===== src/rtl/mem_port_arbiter.sv =====
// rtl/mem_port_arbiter.sv - round-robin, burst-bounded sharing of the data RAM port between CPU and peripheral master
// Define MEM_PORT_ARBITER_LOCK_EN to add cpu_lock (atomic read-modify-write hold of the bus).
module mem_port_arbiter #(
    parameter int ADDR_W    = 16,
    parameter int DATA_W    = 16,
    parameter int MAX_BURST = 4
) (
    input  logic              clock,
    input  logic              reset,
    input  logic              cpu_req,
    input  logic              cpu_we,
    input  logic [ADDR_W-1:0] cpu_addr,
    input  logic [DATA_W-1:0] cpu_wdata,
`ifdef MEM_PORT_ARBITER_LOCK_EN
    input  logic              cpu_lock,
`endif
    output logic              cpu_gnt,
    output logic              cpu_rvalid,
    output logic [DATA_W-1:0] cpu_rdata,
    input  logic              per_req,
    input  logic              per_we,
    input  logic [ADDR_W-1:0] per_addr,
    input  logic [DATA_W-1:0] per_wdata,
    output logic              per_gnt,
    output logic              per_rvalid,
    output logic [DATA_W-1:0] per_rdata,
    output logic              mem_en,
    output logic              mem_we,
    output logic [ADDR_W-1:0] mem_addr,
    output logic [DATA_W-1:0] mem_wdata,
    input  logic [DATA_W-1:0] mem_rdata,
    output logic              busy
);

    typedef enum logic [1:0] {IDLE, OWN_CPU, OWN_PER} state_t;

    localparam logic [3:0] BURST_LIM = 4'(MAX_BURST - 1);

    state_t     state, state_nxt;
    logic [3:0] burst_cnt, burst_nxt, burst_inc;
    logic       last_per;
    logic       cpu_rd_pend, per_rd_pend;
    logic       grant_cpu, grant_per, locked;

    assign burst_inc = (burst_cnt == 4'hF) ? 4'hF : burst_cnt + 4'h1;

    // Grants are suppressed while reset is held so the RAM never sees a strobe.
    always_comb begin
        locked    = 1'b0;
`ifdef MEM_PORT_ARBITER_LOCK_EN
        locked    = (state == OWN_CPU) && cpu_lock;
`endif
        grant_cpu = 1'b0;
        grant_per = 1'b0;
        if (reset) begin
            if (locked) begin
                grant_cpu = cpu_req;
            end else if (cpu_req && per_req) begin
                case (state)
                    OWN_CPU: begin
                        if (burst_cnt < BURST_LIM) grant_cpu = 1'b1;
                        else                       grant_per = 1'b1;
                    end
                    OWN_PER: begin
                        if (burst_cnt < BURST_LIM) grant_per = 1'b1;
                        else                       grant_cpu = 1'b1;
                    end
                    default: begin
                        if (last_per) grant_cpu = 1'b1;
                        else          grant_per = 1'b1;
                    end
                endcase
            end else begin
                grant_cpu = cpu_req;
                grant_per = per_req;
            end
        end
    end

    // A locked CPU that drops its request keeps ownership and its count.
    always_comb begin
        state_nxt = state;
        burst_nxt = burst_cnt;
        if (grant_cpu) begin
            if (state == OWN_CPU) begin
                burst_nxt = burst_inc;
            end else begin
                state_nxt = OWN_CPU;
                burst_nxt = 4'h0;
            end
        end else if (grant_per) begin
            if (state == OWN_PER) begin
                burst_nxt = burst_inc;
            end else begin
                state_nxt = OWN_PER;
                burst_nxt = 4'h0;
            end
        end else if (!locked) begin
            state_nxt = IDLE;
            burst_nxt = 4'h0;
        end
    end

    always_ff @(posedge clock or negedge reset) begin
        if (!reset) begin
            state       <= IDLE;
            burst_cnt   <= 4'h0;
            last_per    <= 1'b1;
            cpu_rd_pend <= 1'b0;
            per_rd_pend <= 1'b0;
        end else begin
            state       <= state_nxt;
            burst_cnt   <= burst_nxt;
            if (grant_cpu)      last_per <= 1'b0;
            else if (grant_per) last_per <= 1'b1;
            cpu_rd_pend <= grant_cpu && !cpu_we;
            per_rd_pend <= grant_per && !per_we;
        end
    end

    assign cpu_gnt    = grant_cpu;
    assign per_gnt    = grant_per;
    assign mem_en     = grant_cpu | grant_per;
    assign mem_we     = (grant_cpu & cpu_we) | (grant_per & per_we);
    assign mem_addr   = ({ADDR_W{grant_cpu}} & cpu_addr)  | ({ADDR_W{grant_per}} & per_addr);
    assign mem_wdata  = ({DATA_W{grant_cpu}} & cpu_wdata) | ({DATA_W{grant_per}} & per_wdata);

    assign cpu_rvalid = cpu_rd_pend;
    assign per_rvalid = per_rd_pend;
    assign cpu_rdata  = cpu_rd_pend ? mem_rdata : '0;
    assign per_rdata  = per_rd_pend ? mem_rdata : '0;
    assign busy       = (state != IDLE);

endmodule

===== config.mk =====
export PLATFORM = sky130hd
export DESIGN_NAME = mem_port_arbiter
export DESIGN_NICKNAME = d
export VERILOG_FILES = /design/src/rtl/mem_port_arbiter.sv
export SDC_FILE = /design/constraint.sdc
export NUM_CORES = 1
export LEC_CHECK = 0
export CAP_MARGIN = 15
export CORE_MARGIN = 4
export CORE_UTILIZATION = 26
export CTS_BUF_LIST = sky130_fd_sc_hd__clkbuf_8
export CTS_CLUSTER_DIAMETER = 100
export CTS_CLUSTER_SIZE = 10
export DETAILED_ROUTE_END_ITERATION = 10
export GPL_ROUTABILITY_DRIVEN = 0
export GPL_TIMING_DRIVEN = 0
export PLACE_DENSITY_LB_ADDON = 0.08
export SYNTH_ARGS = -nofsm -noshare
export SYNTH_HDL_FRONTEND = slang
export SYNTH_SLANG_ARGS = --single-unit
export TNS_END_PERCENT = 5

===== constraint.sdc =====
create_clock -name clock -period 3.3 [get_ports clock]
set_input_delay 0.99 -clock clock [delete_from_list [all_inputs] [get_ports clock]]
set_output_delay 0.99 -clock clock [all_outputs]
set_load 0.01 [all_outputs]

After elaboration in Yosys (flattened, before gate mapping). Cells that the tools add are included.

Flip-flop bits (word level): 9. Word-level logic and storage cells: 53.

Order comparisons: 1. Reduce and logical (&&, ||, !) cells: 8. Eq/ne operators: 5. Bitwise gates (word level): 10. Multiplexer cells: 23. Add/subtract/negate cells: 1.

Operators by type and width (number): $and 16x16->16 (4); $mux 16 (2); $or 16x16->16 (2); $mux 4 (5); $mux 1 (10); $mux 2 (4); $add 4x1->4 const B (1); $eq 4x4->1 const B (1); $lt 4x2->1 const B (1); $pmux 1 s2 (2); $reduce_bool 2->1 (2); $logic_and 1x1->1 (3); $ne 3x3->1 const B (1); $and 1x1->1 (2); $eq 2x1->1 const B (1); $eq 2x2->1 const B (1); $logic_not 1->1 (2); $ne 2x2->1 const B (1); $or 1x1->1 (2); $reduce_and 2->1 (1).

Logic depth before layout (Yosys ltp). Gate-level depths: netlist (run 1).

Word-level depth: 7. Depth in mapped cells: 8. Gate-level depth less buffers: 6.

Worst setup path after synthesis (run 1). OpenSTA, ideal clock, no wires.

Path type: input port to output port. Start: input per_req. End: output mem_addr[14]. Arrival time: 2.118 ns. Slack: 0.192 ns. Stages on the path: 6. Cell sequence: nand2_1 -> or3_4 -> and3_4 -> buf_6 -> buf_2 -> a22o_1.

Cells in the longest elaborated chain, start to end: 5. Elaborated cells between the ends (all ways): 8. Those cells by class: mux (4); bitwise (3); reduce/logical (1).

RTL lines: start, declared (line 20) `input logic per_req,`; $logic_and 1x1->1 (line 58) `end else if (cpu_req && per_req) begin`; $mux 1 (line 58); $mux 1 (line 55) `if (reset) begin`; $and 16x16->16 (line 125) `assign mem_addr = ({ADDR_W{grant_cpu}} & cpu_addr) | ({ADDR_W{grant_per}} & per_addr);`; $or 16x16->16 * (line 125); end, declared (line 29) `output logic [ADDR_W-1:0] mem_addr,`.

Mark *: on every way between the ends. The rest lies on a longest branch, timed or not.

Worst setup path in the final report (run 1).
Start: input per_req. End: output mem_addr[10].

The elaborated chain is that of the path after synthesis.

==> out/results.txt, run 1 <==
Power Dens Cells = 205 mW/mm^2
HP Class = register to register
Avg WL per Cell = 16.9 um
Post-synth EDFFs = 0
actual slew at the worst max-slew pin = 0.403 ns
worst vdd ir = 0.214 mV
ranking of synthesized cells by area = a22o_1 (22%), and2_1 (17%), dfrtp_1 (17%), buf_6 (4.7%), ha_1 (4.2%)
Net Sw Frac = 30.8%
initial antenna violation count = 0
type of the worst setup path = input port to output pin
layout cells sized above 1 = 22.2%
clock-pin slew on the worst setup and hold paths = 0.05 ns
Yosys cell types = 40
Final setup viols = 12
H-tree depth = 1
nets = 402
NetSw = 0.000182 W
DP Wirelength = 5.10 mm
Pint = 0.000409 W
Clock Power Share = 21.6%
Core ar. = 0.00441 mm^2
FF+latch area = 226 um^2
post-synthesis async set-or-reset flop share = 100%
Pre-antenna DRT Iters = 4
Die H = 76.1 um
LEAKAGE = 1.26 nW
Syn Area/Cell = 8.49 um^2
xor/xnor share of the synthesized area = 0%
Syn Inst Count = 142
initial core utilization = 27.3%
RSZ-0062 raised after global routing = yes
sequential share of the synthesized area = 18.8%
grt ovf = 0
Crit path arrival time = 2.42 ns
Vias = 1,742
largest net degree at the start of global routing = 14
Synth area leader = a22o_1
Top FF cell, synth = dfrtp_1
Flop pwr share = 20.7%
CTS tree = built
CP endpoint kind = output pin
vias in the first global route = 1,731
DRC viols = 0
syn nets = 232
initial DRC count = 35
highest clock rate = 294 MHz
Die ar. = 0.00579 mm^2
slew margin rel. = 73.0%
Clock Latency Late Sink = 0.24 ns
multi-input logic area = 932 um^2
Vias/cell = 4.80
Synth Area in Simple Gates = 32.2%
CTS sink count = 9
drt total wl = 6.13 mm
Synth Area in Adders = 4.15%
Cell Area, Synth = 0.00120 mm^2
Row Count = 24
Compound-Gate Fraction of Synth Area = 36.9%
Die X = 76.1 um
I/O pins = 157
#FFs+latches synth = 9
Layout Skew = 0.00344 ns
crit share post-route = 103%
root buffer cell = clkbuf_8
Num CTS Buffers = 3
GR Util All Layers = 19.8%
YS warnings = 0
Final Critical Period = 3.41 ns
max_cap viols = 0
Startpoint Class = input port
Min Hold Slack = 0.513 ns
top cell type's share of synthesized area = 21.8%
global-route wire length before repair = 9.47 mm
post-synthesis mux area share = 0%
DRT antenna net count = 0
Combinational Power Share = 57.7%
clock buffer depth = 2
WP data required = 2.31 ns
most frequent cells in the layout = clkdlybuf4s50_1 (117), and2_1 (32), a22o_1 (30), clkbuf_2 (22), buf_4 (10)
status = finished with violations
worst setup margin = -0.105 ns
fill cell count = 388
Ant. Diodes = 0
most common cell after layout, fill and taps aside = clkdlybuf4s50_1
setup TNS = -0.752 ns
worst-path fanout max = 10
I/O Buffers = 156
violated checks = setup timing
Layout area overhead = 139%
final hold vios = 0
largest family of logic cells by synthesized area = compound AO/OA/AOI/OAI gates
Max Slew Vio Count = 0
-- metrics by stage --
step	power (W)	instance area [um^2]	setup slack (ns)	util (%)	std cells
final	0.000590	2880	-0.105	65.2	363
after global routing	0.000626	2880	-0.190	65.2	363
after CTS	0.000595	2910	-0.159	66.0	359
after detailed placement	0.000479	2830	-1.15	64.1	350
after global placement	0.000476	2830	-1.10	64.1	350
after floorplan	0.000251	1200	0.192	-	142
-- area by class of cell --
| type | count | share of cell area (%) |
|---|---|---|
| Clock inverter | 1 | 0.130 |
| Clock buffer | 3 | 1.43 |
| Inverter | 4 | 0.521 |
| Tap cell | 52 | 2.26 |
| Buffer | 10 | 3.26 |
| Multi-Input combinational cell | 119 | 32.4 |
| Sequential cell | 9 | 7.86 |
| Timing Repair Buffer | 165 | 52.2 |
-- registers in the layout, summed over array words and instances (netlist names) --
signal      flops
state           2
cpu_rvalid      1
per_rvalid      1
last_per        1
burst_cnt       4
-- power by group through the flow --
stage	logic, W	registers [W]	clock network [W]
finish	0.000341	0.000122	0.000128
global route	0.000367	0.000123	0.000136
CTS	0.000342	0.000122	0.000132
detailed placement	0.000355	0.000123	0
global placement	0.000353	0.000123	0
floorplan	0.000129	0.000123	0
-- per-layer routing --
metal  track usage, %  wire [um]  share of wire (%)
met5                0          0                  0
met4             5.42        126                2.1
met3             7.80        583                9.5
met1             20.3       2240                 37
met2             36.8       3180                 52
-- kinds of logic after synthesis --
| kind of cell | after synthesis |
|---|---|
| AO/OA/AOI/OAI | 52 |
| adder cells (fa/ha/maj) | 4 |
| buffers and inverters | 14 |
| flip-flops | 9 |
| AND/OR/NAND/NOR | 63 |
-- Yosys cell counts (2+ instances only) --
library cell	instances
and2_1	32
a22o_1	30
dfrtp_1	8
nand2_1	8
nor2_1	6
a21oi_1	5
buf_6	5
ha_1	4
inv_1	4
a22o_2	3
nand3_1	3
a31oi_1	2
buf_2	2
clkbuf_1	2
nor2b_1	2
or3_4	2
-- final timing paths --
| check | from | endpoint | slack, ns | cells after the start |
|---|---|---|---|---|
| hold reg to reg | burst_cnt[0]$_DFF_PN0_ | burst_cnt[0]$_DFF_PN0_ | 0.51 | 1 |
| min in group asynchronous | reset | state[0]$_DFFE_PN0P_ | 0.59 | 1 |
| hold / removal | burst_cnt[0]$_DFF_PN0_ | burst_cnt[0]$_DFF_PN0_ | 0.51 | 1 |
| setup / recovery | per_req | mem_addr[10] | -0.11 | 8 |
| setup reg to reg | state[1]$_DFFE_PN0P_ | burst_cnt[2]$_DFF_PN0_ | 1.28 | 6 |
| max in group asynchronous | reset | last_per$_DFFE_PN1P_ | 2.48 | 1 |
-- worst max-delay path, cell delays in order --
cell,delay [ns]
buf_4,0.12
nand2_1,0.07
or3_4,0.33
and3_4,0.16
buf_6,0.14
buf_6,0.14
a22o_1,0.22
clkdlybuf4s15_2,0.23
-- timing repair --
item | 4_1_cts | 5_1_grt
cloned | 0 | 1
gates resized for setup | 80 | 43
buffers inserted | 5 | 3
hold buffers | 0 | 0
pin swaps | 3 | 1
endpoints found under the setup margin | 36 | 36
hold endpoints to repair | 0 | 0
Power figures use the tool's default switching activity.
==> inputs of run 2 (changes only) <==
--- a/config.mk
+++ b/config.mk
@@ -7,12 +7,11 @@
 export LEC_CHECK = 0
 export CAP_MARGIN = 15
 export CORE_MARGIN = 4
-export CORE_UTILIZATION = 26
+export CORE_UTILIZATION = 28
 export CTS_BUF_LIST = sky130_fd_sc_hd__clkbuf_8
 export CTS_CLUSTER_DIAMETER = 100
 export CTS_CLUSTER_SIZE = 10
 export DETAILED_ROUTE_END_ITERATION = 10
-export GPL_ROUTABILITY_DRIVEN = 0
 export GPL_TIMING_DRIVEN = 0
 export PLACE_DENSITY_LB_ADDON = 0.08
 export SYNTH_ARGS = -nofsm -noshare
==> constraint.sdc (replaced) <==
create_clock -name clock -period 4.3 [get_ports clock]
set_input_delay 1.29 -clock clock [delete_from_list [all_inputs] [get_ports clock]]
set_output_delay 1.29 -clock clock [all_outputs]
set_load 0.01 [all_outputs]
==> out/results.txt, run 2 (synthesized netlist as in run 1, its figures left out) <==
critical-path cell list = clkdlybuf4s15_2, nand2_1, or3_4, and3_4, buf_6, buf_4, a22o_1, dlygate4sd2_1
NetSw = 0.000133 W (-27%)
timing endpoint of the critical path = mem_addr[8]
Startpoint Class = input port
Crit path depth = 8 (unchanged)
global-route wire length before repair = 8.22 mm (-13%)
worst-path fanout max = 10 (unchanged)
vias in the first global route = 1,649 (-4.7%)
initial core utilization = 29.5% (+2.2 points)
I/O pins = 157 (unchanged)
Die H = 73.6 um (-3.3%)
CTS sink count = 9 (unchanged)
clock buffer depth = 2 (unchanged)
worst vdd ir = 0.219 mV (+2.5%)
grt ovf = 0 (unchanged)
LEAKAGE = 1.30 nW (+2.7%)
I/O Buffers = 156 (unchanged)
Row Count = 23 (-4.2%)
Min Hold Slack = 0.509 ns (-0.00392 ns)
largest stage delay on the critical path = 0.36 ns (+0.03 ns)
highest clock rate = 236 MHz
Ant. Diodes = 0 (unchanged)
Clock Latency Late Sink = 0.24 ns (about the same)
most common cell after layout, fill and taps aside = clkdlybuf4s50_1
H-tree depth = 1 (unchanged)
initial DRC count = 45 (+29%)
Reg2Reg Setup Slack = 2.33 ns (+1.05 ns)
fill cell count = 379 (-2.3%)
Buf/Inv on CP = 4 (unchanged)
crit share post-route = 98.4%
Vias = 1,726 (-0.92%)
Die ar. = 0.00542 mm^2 (-6.4%)
most frequent cells in the layout = clkdlybuf4s50_1 (119), and2_1 (32), a22o_1 (30), dlygate4sd2_1 (28)
worst reg2reg path depth = 7 (+1)
RSZ-0062 raised after global routing = no
Slowest-stage cell, CP = or3_4
Power Dens Cells = 156 mW/mm^2 (-24%)
biggest registers after layout = burst_cnt: 4 flops, state: 2 flops
Layout Skew = 0.00367 ns (+0.000224 ns)
clock-pin slew on the worst setup and hold paths = 0.04 ns (about the same)
final hold vios = 0 (unchanged)
Crit path max-delay family = buffers and inverters
slew margin rel. = 76.2% (+3.2 points)
CP endpoint kind = output pin
initial antenna violation count = 0 (unchanged)
reg2reg end = state[0]$_DFFE_PN0P_
CTS tree = built
drt total wl = 5.66 mm (-7.7%)
type of the worst setup path = input port to output pin
Num CTS Buffers = 3 (unchanged)
crit path from = per_req
max FFs per register = 4 (unchanged)
nets = 395 (-1.7%)
Combinational Power Share = 56.8% (-0.9 points)
Core ar. = 0.00409 mm^2 (-7.4%)
HP Class = register to register
Largest Register = burst_cnt
DRC viols = 0 (unchanged)
Pint = 0.000311 W (-24%)
Avg WL per Cell = 16.0 um (-5.4%)
worst setup margin = 0.0704 ns (+0.175 ns)
DP Worst Slack = -0.762 ns (+0.388 ns)
DP Wirelength = 4.85 mm (-4.9%)
Pre-antenna DRT Iters = 4 (unchanged)
Final setup viols = 0 (-12)
Crit path arrival time = 2.94 ns (+0.52 ns)
DRT antenna net count = 0 (unchanged)
actual slew at the worst max-slew pin = 0.355 ns (-0.0477 ns)
Hold-fix buffers, CTS = 0 (unchanged)
WP data required = 3.01 ns (+0.70 ns)
Net Sw Frac = 30.0% (-0.79 points)
Layout area overhead = 136%
Util after Layout = 69.7% (+4.4 points)
Clock Power Share = 22.2% (+0.6 points)
setup TNS = 0 ns (+0.752 ns)
global placement routability congestion = 0.828
GR Util All Layers = 19.7% (-0.16 points)
Final Critical Period = 4.23 ns
Vias/cell = 4.88 (+1.6%)
layout cells sized above 1 = 9.54% (-13 points)
Die X = 73.6 um (-3.3%)
max_cap viols = 0 (unchanged)
FF+latch area = 226 um^2 (unchanged)
largest net degree at the start of global routing = 14 (unchanged)
status = finished clean
Max Slew Vio Count = 0 (unchanged)
root buffer cell = clkbuf_8
Flop pwr share = 21.0% (+0.3 points)
multi-input logic area = 882 um^2 (-5.4%)
launch point of the worst reg-to-reg path = state[0]$_DFFE_PN0P_
run 2: cell types whose count changed in the layout (fill, tap and decap cells not counted), sizes merged:
cell,change
buf,-9
dlymetal6s2s,+1
clkdlybuf4s50,+2
clkdlybuf4s15,-2
dlygate4sd2,+22
clkbuf,-21
run 2: worst min-delay path by stage:
stage                                  end                    from  cells past startpoint  slack (ns)
floorplan           burst_cnt[0]$_DFF_PN0_  burst_cnt[0]$_DFF_PN0_                      1        0.47
global placement    burst_cnt[0]$_DFF_PN0_  burst_cnt[0]$_DFF_PN0_                      1        0.49
detailed placement  burst_cnt[0]$_DFF_PN0_  burst_cnt[0]$_DFF_PN0_                      1        0.50
CTS                 burst_cnt[0]$_DFF_PN0_  burst_cnt[0]$_DFF_PN0_                      1        0.51
global route        burst_cnt[0]$_DFF_PN0_  burst_cnt[0]$_DFF_PN0_                      1        0.52
finish              burst_cnt[0]$_DFF_PN0_  burst_cnt[0]$_DFF_PN0_                      1        0.51
run 2: power groups by stage:
stage / logic (W) / clock network [W] / registers, W
after global routing: 0.000272 / 0.000107 / 0.0000941
after CTS: 0.000253 / 0.000101 / 0.0000935
after floorplan: 0.0000990 / 0 / 0.0000940
after detailed placement: 0.000272 / 0 / 0.0000948
final: 0.000252 / 0.0000987 / 0.0000935
after global placement: 0.000270 / 0 / 0.0000945
run 2: routing by layer:
metal  wire length (um)  global-route usage [%]  share of wire (%)
met1               2050                    22.8                 36
met4                 63                    4.43                1.1
met5                  0                       0                  0
met3                699                    7.66                 12
met2               2850                    34.0                 50
run 2: final cells by class:
class                   count  area share (%)
plain buffers              10            2.94
clock buffers               3            1.45
clock inverters             1           0.132
inverters                   4           0.527
multi-input cells         119            31.0
flip-flops and latches      9            7.95
well taps                  50            2.20
repair buffers            158            53.8
run 2: worst register-to-register path, delay by kind of cell, from the launching register on:
family	cells	cell delay [ns]
AOI/OAI and AO/OA	1	0.22
adders and majority gates	1	0.41
buffers and inverters	2	0.24
DFF	1	0.36
and+or+nand+nor	3	0.63
run 2: what timing repair did:
action / in CTS / in global routing
gates resized for setup: 41 / 11
setup buffers: 0 / 2
pin swaps: 0 / 2
setup endpoints to repair: 36 / 24
run 2: metrics by stage:
stage | instance area (um^2) | cells | power, W
global placement | 2830 | 348 | 0.000365
finish | 2850 | 354 | 0.000444
CTS | 2830 | 352 | 0.000448
detailed placement | 2830 | 348 | 0.000367
floorplan | 1200 | 142 | 0.000193
global route | 2850 | 354 | 0.000473
